### src/rtl/vga_pkg.sv
`default_nettype none
// ============================================================================
//  Module   : vga_pkg
//  Purpose  : 640x480@60 Hz timing constants, framebuffer geometry and the
//             RGB444 pixel type shared by the scanout block and the RAM.
//  Revision : 1.0  initial release
// ============================================================================
package vga_pkg;

    // 640x480@60 Hz horizontal timing (pixel clocks)
    localparam int VGA_H_VIS      = 640;
    localparam int VGA_H_FP       = 16;
    localparam int VGA_H_SYNC     = 96;
    localparam int VGA_H_BP       = 48;
    localparam int VGA_H_TOTAL    = VGA_H_VIS + VGA_H_FP + VGA_H_SYNC + VGA_H_BP;
    localparam int VGA_HS_START   = VGA_H_VIS + VGA_H_FP;
    localparam int VGA_HS_END     = VGA_HS_START + VGA_H_SYNC - 1;

    // 640x480@60 Hz vertical timing (lines)
    localparam int VGA_V_VIS      = 480;
    localparam int VGA_V_FP       = 10;
    localparam int VGA_V_SYNC     = 2;
    localparam int VGA_V_BP       = 33;
    localparam int VGA_V_TOTAL    = VGA_V_VIS + VGA_V_FP + VGA_V_SYNC + VGA_V_BP;
    localparam int VGA_VS_START   = VGA_V_VIS + VGA_V_FP;
    localparam int VGA_VS_END     = VGA_VS_START + VGA_V_SYNC - 1;

    // Framebuffer geometry: each stored pixel is shown as a 2x2 block
    localparam int FB_W           = 320;
    localparam int FB_H           = 240;
    localparam int FB_ADDR_W      = 17;
    localparam int FB_DEPTH       = FB_W * FB_H;

    typedef struct packed {
        logic [3:0] r;
        logic [3:0] g;
        logic [3:0] b;
    } rgb444_t;

    localparam logic [11:0] RGB_WHITE = 12'hFFF;
    localparam logic [11:0] RGB_BLACK = 12'h000;

endpackage
`default_nettype wire

### src/rtl/vga_fb_scanout_timing.sv
`default_nettype none
// ============================================================================
//  Module   : vga_timing
//  Purpose  : Free-running h/v raster counters plus the raw (undelayed)
//             hsync/vsync/visible/first-pixel flags for the current position.
//  Revision : 1.0  initial release
// ============================================================================
module vga_timing #(
    parameter int H_VIS  = vga_pkg::VGA_H_VIS,
    parameter int H_FP   = vga_pkg::VGA_H_FP,
    parameter int H_SYNC = vga_pkg::VGA_H_SYNC,
    parameter int H_BP   = vga_pkg::VGA_H_BP,
    parameter int V_VIS  = vga_pkg::VGA_V_VIS,
    parameter int V_FP   = vga_pkg::VGA_V_FP,
    parameter int V_SYNC = vga_pkg::VGA_V_SYNC,
    parameter int V_BP   = vga_pkg::VGA_V_BP,
    parameter int H_CNT_W = $clog2(H_VIS + H_FP + H_SYNC + H_BP),
    parameter int V_CNT_W = $clog2(V_VIS + V_FP + V_SYNC + V_BP)
) (
    input  logic               clk,
    input  logic               rst,
    output logic [H_CNT_W-1:0] h_cnt,
    output logic [V_CNT_W-1:0] v_cnt,
    output logic               h_wrap,
    output logic               frame_wrap,
    output logic               visible,
    output logic               hsync_n,
    output logic               vsync_n,
    output logic               first_pixel
);

    localparam int H_TOTAL  = H_VIS + H_FP + H_SYNC + H_BP;
    localparam int V_TOTAL  = V_VIS + V_FP + V_SYNC + V_BP;
    localparam int HS_START = H_VIS + H_FP;
    localparam int HS_END   = HS_START + H_SYNC - 1;
    localparam int VS_START = V_VIS + V_FP;
    localparam int VS_END   = VS_START + V_SYNC - 1;

    logic v_last;

    assign h_wrap     = (h_cnt == H_CNT_W'(H_TOTAL - 1));
    assign v_last     = (v_cnt == V_CNT_W'(V_TOTAL - 1));
    assign frame_wrap = h_wrap && v_last;

    // Raster position: h advances every clock, v advances on each h wrap
    always_ff @(posedge clk) begin
        if (rst) begin
            h_cnt <= '0;
            v_cnt <= '0;
        end else if (h_wrap) begin
            h_cnt <= '0;
            v_cnt <= v_last ? '0 : v_cnt + 1'b1;
        end else begin
            h_cnt <= h_cnt + 1'b1;
        end
    end

    assign visible     = (h_cnt < H_CNT_W'(H_VIS)) && (v_cnt < V_CNT_W'(V_VIS));
    assign hsync_n     = !((h_cnt >= H_CNT_W'(HS_START)) && (h_cnt <= H_CNT_W'(HS_END)));
    assign vsync_n     = !((v_cnt >= V_CNT_W'(VS_START)) && (v_cnt <= V_CNT_W'(VS_END)));
    assign first_pixel = (h_cnt == '0) && (v_cnt == '0);

endmodule
`default_nettype wire

### src/rtl/vga_fb_scanout.sv
`default_nettype none
// ============================================================================
//  Module   : vga_fb_scanout
//  Purpose  : Scans a 1-bpp 320x240 framebuffer out as 640x480@60 Hz VGA,
//             pixel-doubled in both directions. Issues registered RAM read
//             addresses and aligns sync/de/frame_start with the returned data.
//  Revision : 1.0  initial release
// ============================================================================
module vga_fb_scanout #(
    parameter int          H_VIS  = vga_pkg::VGA_H_VIS,
    parameter int          H_FP   = vga_pkg::VGA_H_FP,
    parameter int          H_SYNC = vga_pkg::VGA_H_SYNC,
    parameter int          H_BP   = vga_pkg::VGA_H_BP,
    parameter int          V_VIS  = vga_pkg::VGA_V_VIS,
    parameter int          V_FP   = vga_pkg::VGA_V_FP,
    parameter int          V_SYNC = vga_pkg::VGA_V_SYNC,
    parameter int          V_BP   = vga_pkg::VGA_V_BP,
    parameter int          FB_W   = vga_pkg::FB_W,
    parameter int          ADDR_W = vga_pkg::FB_ADDR_W,
    parameter logic [11:0] FG     = vga_pkg::RGB_WHITE,
    parameter logic [11:0] BG     = vga_pkg::RGB_BLACK
) (
    input  logic              clk,
    input  logic              rst,
    output logic [ADDR_W-1:0] read_addr,
    input  logic [7:0]        mem_data,
    output logic              hsync,
    output logic              vsync,
    output logic              de,
    output logic [11:0]       rgb,
    output logic              frame_start
);

    import vga_pkg::*;

    localparam int H_CNT_W = $clog2(H_VIS + H_FP + H_SYNC + H_BP);
    localparam int V_CNT_W = $clog2(V_VIS + V_FP + V_SYNC + V_BP);

    logic [H_CNT_W-1:0] h_cnt;
    logic [V_CNT_W-1:0] v_cnt;
    logic               h_wrap;
    logic               frame_wrap;
    logic               visible;
    logic               hsync_n;
    logic               vsync_n;
    logic               first_pixel;

    logic [ADDR_W-1:0]  row_base;
    logic               odd_visible_line;

    // Two intermediate stages for the raster flags; the third stage is the
    // output register, which lines them up with rgb built from mem_data.
    logic [1:0]         de_pipe;
    logic [1:0]         hs_pipe;
    logic [1:0]         vs_pipe;
    logic [1:0]         fs_pipe;
    rgb444_t            pixel;

    // Only bit 0 of the RAM word carries pixel data
    logic               unused_mem_bits;
    assign unused_mem_bits = ^mem_data[7:1];

    vga_timing #(
        .H_VIS   (H_VIS),
        .H_FP    (H_FP),
        .H_SYNC  (H_SYNC),
        .H_BP    (H_BP),
        .V_VIS   (V_VIS),
        .V_FP    (V_FP),
        .V_SYNC  (V_SYNC),
        .V_BP    (V_BP),
        .H_CNT_W (H_CNT_W),
        .V_CNT_W (V_CNT_W)
    ) u_timing (
        .clk         (clk),
        .rst         (rst),
        .h_cnt       (h_cnt),
        .v_cnt       (v_cnt),
        .h_wrap      (h_wrap),
        .frame_wrap  (frame_wrap),
        .visible     (visible),
        .hsync_n     (hsync_n),
        .vsync_n     (vsync_n),
        .first_pixel (first_pixel)
    );

    // Display lines 2k and 2k+1 share framebuffer row k, so the row base only
    // steps after the odd line of each visible pair.
    assign odd_visible_line = v_cnt[0] && (v_cnt < V_CNT_W'(V_VIS));

    // Row base accumulator replaces a (v/2)*FB_W multiplier
    always_ff @(posedge clk) begin
        if (rst) begin
            row_base <= '0;
        end else if (frame_wrap) begin
            row_base <= '0;
        end else if (h_wrap && odd_visible_line) begin
            row_base <= row_base + ADDR_W'(FB_W);
        end
    end

    // Read address for the current raster position; parked at 0 in blanking
    always_ff @(posedge clk) begin
        if (rst) begin
            read_addr <= '0;
        end else if (visible) begin
            read_addr <= row_base + ADDR_W'(h_cnt >> 1);
        end else begin
            read_addr <= '0;
        end
    end

    // Latency-matching delay line and colour mux; blanking is forced black
    always_ff @(posedge clk) begin
        if (rst) begin
            de_pipe     <= '0;
            hs_pipe     <= '1;
            vs_pipe     <= '1;
            fs_pipe     <= '0;
            de          <= 1'b0;
            hsync       <= 1'b1;
            vsync       <= 1'b1;
            frame_start <= 1'b0;
            pixel       <= '0;
        end else begin
            de_pipe     <= {de_pipe[0], visible};
            hs_pipe     <= {hs_pipe[0], hsync_n};
            vs_pipe     <= {vs_pipe[0], vsync_n};
            fs_pipe     <= {fs_pipe[0], first_pixel};
            de          <= de_pipe[1];
            hsync       <= hs_pipe[1];
            vsync       <= vs_pipe[1];
            frame_start <= fs_pipe[1];
            if (de_pipe[1]) begin
                pixel <= mem_data[0] ? rgb444_t'(FG) : rgb444_t'(BG);
            end else begin
                pixel <= '0;
            end
        end
    end

    assign rgb = pixel;

endmodule
`default_nettype wire

### config.mk
export PLATFORM = sky130hd
export DESIGN_NAME = vga_fb_scanout
export DESIGN_NICKNAME = d
export VERILOG_FILES = /design/src/rtl/vga_pkg.sv /design/src/rtl/vga_fb_scanout_timing.sv /design/src/rtl/vga_fb_scanout.sv
export SDC_FILE = /design/constraint.sdc
export NUM_CORES = 1
export LEC_CHECK = 0
export BUFFER_PORTS_ARGS = -buffer_cell sky130_fd_sc_hd__buf_2
export CAP_MARGIN = 5
export CORE_MARGIN = 1.5
export CORE_UTILIZATION = 45
export DETAILED_ROUTE_END_ITERATION = 6
export PLACE_DENSITY_LB_ADDON = 0.05
export SLEW_MARGIN = 5
export SYNTH_ARGS = -nofsm -noshare
export SYNTH_HDL_FRONTEND = slang
export SYNTH_HIERARCHICAL = 1
export SYNTH_SLANG_ARGS = --single-unit
### constraint.sdc
create_clock -name clk -period 2.6 [get_ports clk]
set_input_delay 0 -clock clk [delete_from_list [all_inputs] [get_ports clk]]
set_output_delay 0 -clock clk [all_outputs]
set_load 0.02 [all_outputs]
==> results of run 1 <==
-- layer usage --
metal | global-route usage | vias to the layer above | share of wire
met5 | 0 | - | 0
met4 | 0.0724 | 0 | 0.018
met3 | 0.0663 | 9 | 0.046
met2 | 0.264 | 34 | 0.44
met1 | 0.217 | 900 | 0.50
li1 | - | 1042 | -
-- cells in the final DEF, fill, tap and decap left out, drive strengths merged, types with 4 or more instances in the layout --
cell    count
dfxtp      61
buf        42
nor2       33
xnor2      14
a21oi      13
nand4      13
o21ai      13
inv        12
clkbuf     12
nand2      11
nor3       11
xor2       11
or3        11
nor2b       9
and2        8
ha          8
or2         7
nand3       6
nor4        5
and4        4
-- worst register-to-register path, delay by kind of cell, from the launching register on --
family / cells / cell delay, ps
and+or+nand+nor: 5 / 1380
DFF: 1 / 390
adders and majority gates: 1 / 250
buffers and inverters: 1 / 140
AOI/OAI and AO/OA: 1 / 140
-- registers in the layout, summed over array words and instances, names as in the netlist --
| name | flops |
|---|---|
| hsync | 1 |
| vsync | 1 |
| u_timing/h_cnt | 10 |
| fs_pipe | 2 |
| rgb | 1 |
| vs_pipe | 2 |
| row_base | 11 |
| read_addr | 17 |
| u_timing/v_cnt | 10 |
| de_pipe | 2 |
| hs_pipe | 2 |
| de | 1 |
| frame_start | 1 |
-- cell families after synthesis --
kind of cell               share of synthesized area
adders and majority gates                     0.0453
AOI/OAI and AO/OA                             0.0713
DFF                                            0.461
and+or+nand+nor                                0.269
xor gates and xnor gates                      0.0826
buffers and inverters                         0.0713
-- cells in the mapped netlist (all sizes together) --
cell type / count / area, sq um
a21o: 1 / 7.51
xnor2: 14 / 123
nand3b: 1 / 11.3
nor3: 11 / 55.1
o2111ai: 2 / 17.5
ha: 8 / 100
or4: 2 / 20.0
o21a: 3 / 22.5
or3: 11 / 78.8
nand2: 11 / 41.3
nand3: 6 / 30.0
buf: 16 / 120
a21oi: 13 / 65.1
or2: 7 / 43.8
and4: 4 / 37.5
o21bai: 1 / 11.3
or2b: 1 / 7.51
dfxtp: 61 / 1220
nor2b: 9 / 56.3
o21ai: 13 / 65.1
and2: 8 / 50.1
xor2: 11 / 96.3
nor4: 5 / 31.3
fa: 1 / 20.0
or4b: 1 / 10.0
and3: 3 / 18.8
inv: 12 / 45.0
nor4b: 1 / 8.76
nand4: 13 / 81.3
clkbuf: 6 / 23.8
nor2: 33 / 124
nand2b: 1 / 6.26
-- power by group through the flow --
stage / clock network (mW) / registers, mW / logic [mW]
final: 0.820 / 0.953 / 0.0566
after floorplan: 0 / 0.977 / 0.0406
after detailed placement: 0 / 0.974 / 0.0561
after global placement: 0 / 0.974 / 0.0563
after global routing: 0.894 / 0.953 / 0.0627
after CTS: 0.842 / 0.953 / 0.0573
-- through the flow --
| stage | util | hold WS, ps | cell area [sq um] | total power, mW |
|---|---|---|---|---|
| after global routing | 0.540 | 30.5 | 3030 | 1.91 |
| after detailed placement | 0.504 | 206 | 2820 | 1.03 |
| after CTS | 0.540 | 27.2 | 3030 | 1.85 |
| after global placement | 0.504 | 200 | 2820 | 1.03 |
| final | 0.540 | 27.7 | 3030 | 1.83 |
| after floorplan | - | 69.1 | 2650 | 1.02 |
-- how the worst min path moves through the flow --
stage / from / to / slack [ps]
2_1_floorplan: rst / u_timing/v_cnt[1] / 70
3_3_place_gp: mem_data[0] / rgb[10] / 200
3_5_place_dp: mem_data[0] / rgb[10] / 210
4_1_cts: rst / u_timing/h_cnt[6] / 30
5_1_grt: rst / u_timing/h_cnt[2] / 30
6_report: rst / u_timing/h_cnt[2] / 30
-- final cells by class --
| class | count | area [sq um] |
|---|---|---|
| Sequential cell | 61 | 1220 |
| Fill cell | 544 | 2580 |
| Inverter | 12 | 45.0 |
| Tap cell | 72 | 90.1 |
| Multi-Input combinational cell | 195 | 1240 |
| Clock inverter | 4 | 47.5 |
| Clock buffer | 12 | 145 |
| Timing Repair Buffer | 43 | 238 |
==> metrics, run 1 <==
worst reg2reg path endpoint=row_base[15]; most used cell along the critical path=or3_1; combined buffer and inverter count along the critical path=1; n_diodes=0; initial DRC count=88; Crit path max-delay family=simple AND/OR/NAND/NOR gates; global-route wire length before repair=8280 microns; Yosys warning count=6; Total Die Area=6360 sq um; Final Non-Filler Cells=399; Resized cells post-CTS=0; number of levels the H-tree was split into=3; global placer's final weighted congestion=0.771; half-perimeter wire length after detailed placement=3410 microns; required time at the worst-slack endpoint=2870 ps; net total in the final layout=341; Peak VDD IR=0.325 mV; via count of the first global-routing pass=1772; FMAX=426 MHz; net switching component of the power=397 uW; standard-cell row count=27; data arrival at the endpoint of the critical path=2610 ps; power density of the placed cells=604 nW/um^2; GRT Util Overall=0.173; peak fanout along the critical path=5; effective utilization at floorplan=0.473; routed vias=1985; largest buffer count on any clock path=2; Pre-antenna DRT Iters=4; crit path capture=row_base[15]; fraction of power consumed by the clock network=0.448; number of standard cells after synthesis=290; sequential fraction of design power=0.521; Yosys reg bits=61; number of distinct library cells after synthesis=38; setup repair after global routing missed its margin=no; net count after synthesis=309; GRT Residual Overflow=0; Worst Slack Setup Final=254 ps; instance count on the critical path=8; placed cell count=382; Post-DRT Antenna Nets=0; Comb pwr share=0.031; via/cell ratio=4.97; number of DRC violations after detailed routing=0; Total Neg Setup Slack=0 ps; detailed-route wire length=4940 microns; Final setup violation count=0; path depth of the worst reg2reg path=8; Post-Synthesis Mean Instance Area=9.14 sq um; worst setup slack for register-to-register paths=250 ps; sw frac=0.217; Max stage delay on crit path=400 ps; relative slew slack=0.648; transition at the pin with the smallest max-transition slack=528 ps; Static Leak=1.22 nW; internal power summed over all cells=1.43 mW; Worst Hold Depth=2; slowest cell on the critical path=or3_4; critical path startpoint=u_timing/h_cnt[0]; io pins=43; Post CTS Setup Buffer Count=0; share of the yosys chip area belonging to registers=0.461; type of the worst setup path=reg -> reg; Worst setup EP type=register; count of endpoints failing hold in the final timing report=0; path type of the worst min-delay path=in -> reg; final clock skew=8.65 ps; CP Launch Type=register; pre-CTS setup slack=273 ps; largest net degree at the start of global routing=20; DIE WIDTH=79.7 microns; Tmin final=2350 ps; total CTS buffers=9; Floorplan Core Area=5610 sq um; run status=complete, no violations; clock input transition at the sequential cells of the worst setup and hold paths=70 ps; share of post-route cells with drive strength above 1=0.217; clock root cell=clkbuf_8; quantity of I/O buffers inserted on ports=35; share of the cycle needed by the critical path after routing=0.902; worst reg2reg path startpoint=u_timing/h_cnt[0]; area overhead of the layout relative to synthesis=14.2%; Die H=79.7 microns; Skew-Pair Late Insertion Delay=330 ps; number of sinks on the clock net=61; number of pins with negative max-slew slack in the final report=0; initial antenna violation count=0; ordered cell list for the critical path=ha_1, nand4_1, or3_1, inv_1, nand3b_2, or3_4, or3_1, a21oi_1; Cell Area, Synth=2650 sq um; TritonCTS clock tree=done; drt wl/cell=12.4 microns; number of max-cap violations=0; Post-CTS Hold Fix Bufs=1
No activity file was read; power rests on OpenSTA's default activity.
==> inputs of run 2 (changes only) <==
ABC_AREA = 1   (was default)
RECOVER_POWER = 25   (was default)
==> metrics, run 2 <==
number of sinks on the clock net=61 (unchanged); Yosys warning count=6 (unchanged); Worst Hold Depth=2 (unchanged); most used cell along the critical path=nor2_4; data arrival at the endpoint of the critical path=2300 ps (-310 ps); ordered cell list for the critical path=ha_1, nand2_2, nor2_4, inv_2, nor2_8, nand3_2, nor2_4, nand3_1, o21ai_0, nor2_1; pre-CTS setup slack=530 ps (+258 ps); path depth of the worst reg2reg path=10 (+2); GRT Util Overall=0.184 (+0.0113); share of the yosys chip area belonging to registers=0.408 (-0.0531); number of flip-flops in the largest register=17 (unchanged); most used cells in the layout excluding fill and tap cells=68 x nand2_1, 65 x nor2_1, 61 x inv_1, 61 x dfxtp_1, 22 x nand3_1; Yosys reg bits=61 (unchanged); required time at the worst-slack endpoint=2830 ps (-40 ps); quantity of I/O buffers inserted on ports=35 (unchanged); power density of the placed cells=572 nW/um^2 (-5.4%); Post-synth top cells=68 x nand2_1, 65 x nor2_1, 61 x dfxtp_1, 61 x inv_1, 22 x nand3_1; largest net degree at the start of global routing=19 (-5.0%); Filler Cell Count=671 (+23%); most common cell after layout, fill and taps aside=nand2_1; post-synth top area share=0.408 (-0.0531); share of the cycle needed by the critical path after routing=0.793 (-0.109); GRT Residual Overflow=0 (unchanged); fraction of registers with async set/reset=0 (unchanged); share of post-route cells with drive strength above 1=0.192 (-0.0247); largest buffer count on any clock path=2 (unchanged); Total Die Area=7150 sq um (+13%); type of the worst setup path=reg -> reg; via/cell ratio=4.76 (-4.4%); detailed-route wire length=6000 microns (+21%); Cell Area, Synth=3000 sq um (+13%); via count of the first global-routing pass=2250 (+27%); EDFF count, synth=0 (unchanged); FMAX=485 MHz (+14%); standard-cell row count=29 (+7.4%); initial DRC count=98 (+11%); Resized cells post-CTS=0 (unchanged); Peak VDD IR=0.313 mV (-3.8%); number of pins with negative max-slew slack in the final report=0 (unchanged); routed vias=2493 (+26%); Post-Synthesis Mean Instance Area=7.34 sq um (-20%); largest registers ranked by flip-flop count=read_addr x17, row_base x11; net count after synthesis=427 (+38%); drt wl/cell=11.4 microns (-7.5%); most repeated cell in the gate-level netlist after synthesis=nand2_1; Floorplan Core Area=6390 sq um (+14%); Total Neg Setup Slack=0 ps (unchanged); effective utilization at floorplan=0.469 (-0.00351); Post-DRT Antenna Nets=0 (unchanged); number of DRC violations after detailed routing=0 (unchanged); initial antenna violation count=0 (unchanged); Post-CTS Hold Fix Bufs=1 (unchanged); Max stage delay on crit path=380 ps (-20 ps); final clock skew=3.97 ps (-4.68 ps); total CTS buffers=9 (unchanged); Final setup violation count=0 (unchanged); number of standard cells after synthesis=408 (+41%); count of endpoints failing hold in the final timing report=0 (unchanged); slowest cell on the critical path=dfxtp_1; Pre-antenna DRT Iters=4 (unchanged); setup repair after global routing missed its margin=no; io pins=43 (unchanged); area overhead of the layout relative to synthesis=13.0%; main flop type after synthesis=dfxtp_1; peak fanout along the critical path=9 (+4); Skew-Pair Late Insertion Delay=340 ps (about the same); global placer's final weighted congestion=0.829 (+7.5%); Worst setup EP type=register; register containing the most flip-flops in the final layout=read_addr; Die H=84.6 microns (+6.1%); clock root cell=clkbuf_8; clock input transition at the sequential cells of the worst setup and hold paths=70 ps (about the same); Static Leak=1.54 nW (+27%); path type of the worst min-delay path=in -> reg; transition at the pin with the smallest max-transition slack=417 ps (-110 ps); net total in the final layout=462 (+35%); relative slew slack=0.721 (+0.0733); n_diodes=0 (unchanged); number of max-cap violations=0 (unchanged); Post CTS Setup Buffer Count=0 (unchanged); cell type contributing the most total cell area after synthesis=dfxtp_1; half-perimeter wire length after detailed placement=4320 microns (+27%); number of distinct library cells after synthesis=34 (-11%); DIE WIDTH=84.6 microns (+6.1%); Worst Slack Setup Final=537 ps (+283 ps); CP Launch Type=register; most area-consuming cells after synthesis=dfxtp_1 41%, nand2_1 8.5%, nor2_1 8.1%; run status=complete, no violations; number of levels the H-tree was split into=3 (unchanged); global-route wire length before repair=10500 microns (+27%); TritonCTS clock tree=done; Tmin final=2060 ps (-283 ps)
run 2: cell types whose count changed after synthesis, moves of 8 or more:
| cell | delta |
|---|---|
| nor2_1 | +32 |
| nand2_1 | +57 |
| nand3_1 | +16 |
| nor3_1 | -8 |
| or3_1 | -9 |
| nor2b_1 | -9 |
| o21ai_1 | +8 |
| inv_1 | +49 |
| and2_1 | -8 |
| xnor2_1 | -13 |
| xor2_1 | -9 |
| inv_2 | +13 |
| nand2_2 | +9 |
run 2: power by group:
group | leakage, nW | switching, mW | internal, mW
combinational | 0.937 | 0.0437 | 0.0195
clock | 0.112 | 0.365 | 0.555
sequential | 0.494 | 0.00667 | 0.946
run 2: metal layers:
| metal | GRT usage | up-vias | share of wire |
|---|---|---|---|
| li1 | - | 1332 | - |
| met1 | 0.245 | 1091 | 0.49 |
| met5 | 0 | - | 0 |
| met4 | 0.0674 | 0 | 0.021 |
| met2 | 0.281 | 55 | 0.45 |
| met3 | 0.0590 | 15 | 0.044 |
run 2: per-stage QoR:
step	hold WS [ps]	util	instance area (sq um)	power, mW	std cells
floorplan	69.1	-	3000	1.02	408
global placement	249	0.498	3180	1.04	508
detailed placement	250	0.498	3180	1.04	508
CTS	13.1	0.533	3400	1.97	524
global route	40.0	0.530	3390	2.02	524
finish	21.7	0.530	3390	1.94	524
run 2: cells by family (layout without fill, tap and decap cells):
| family | after synthesis | in the layout | synth area share |
|---|---|---|---|
| AO/OA/AOI/OAI | 43 | 43 | 0.0785 |
| XOR/XNOR | 3 | 3 | 0.00877 |
| AND/OR/NAND/NOR | 206 | 206 | 0.343 |
| flip-flops | 61 | 61 | 0.408 |
| buffers and inverters | 86 | 125 | 0.122 |
| adder cells (fa/ha/maj) | 9 | 9 | 0.0401 |
run 2: final timing paths:
check | start | end | slack [ps]
worst min-delay path | rst | u_timing/v_cnt[7] | 20
worst max-delay path | u_timing/h_cnt[0] | row_base[12] | 540
worst max register to register | u_timing/h_cnt[0] | row_base[12] | 540
worst min register to register | fs_pipe[1] | frame_start | 400
run 2: cell type report:
class / instances / area [sq um] / area share
Multi-Input combinational cell: 261 / 1410 / 0.416
Clock inverter: 5 / 75.1 / 0.0222
Tap cell: 77 / 96.3 / 0.0285
Timing Repair Buffer: 36 / 168 / 0.0495
Inverter: 74 / 278 / 0.0820
Sequential cell: 61 / 1220 / 0.361
Clock buffer: 10 / 138 / 0.0407
run 2: worst max-delay path, delay by kind of cell, from the launching register on:
family,cells,cell delay [ps]
buf+inv,1,110
simple gates,7,1080
flops,1,380
compound gates,1,170
fa+ha+maj,1,210
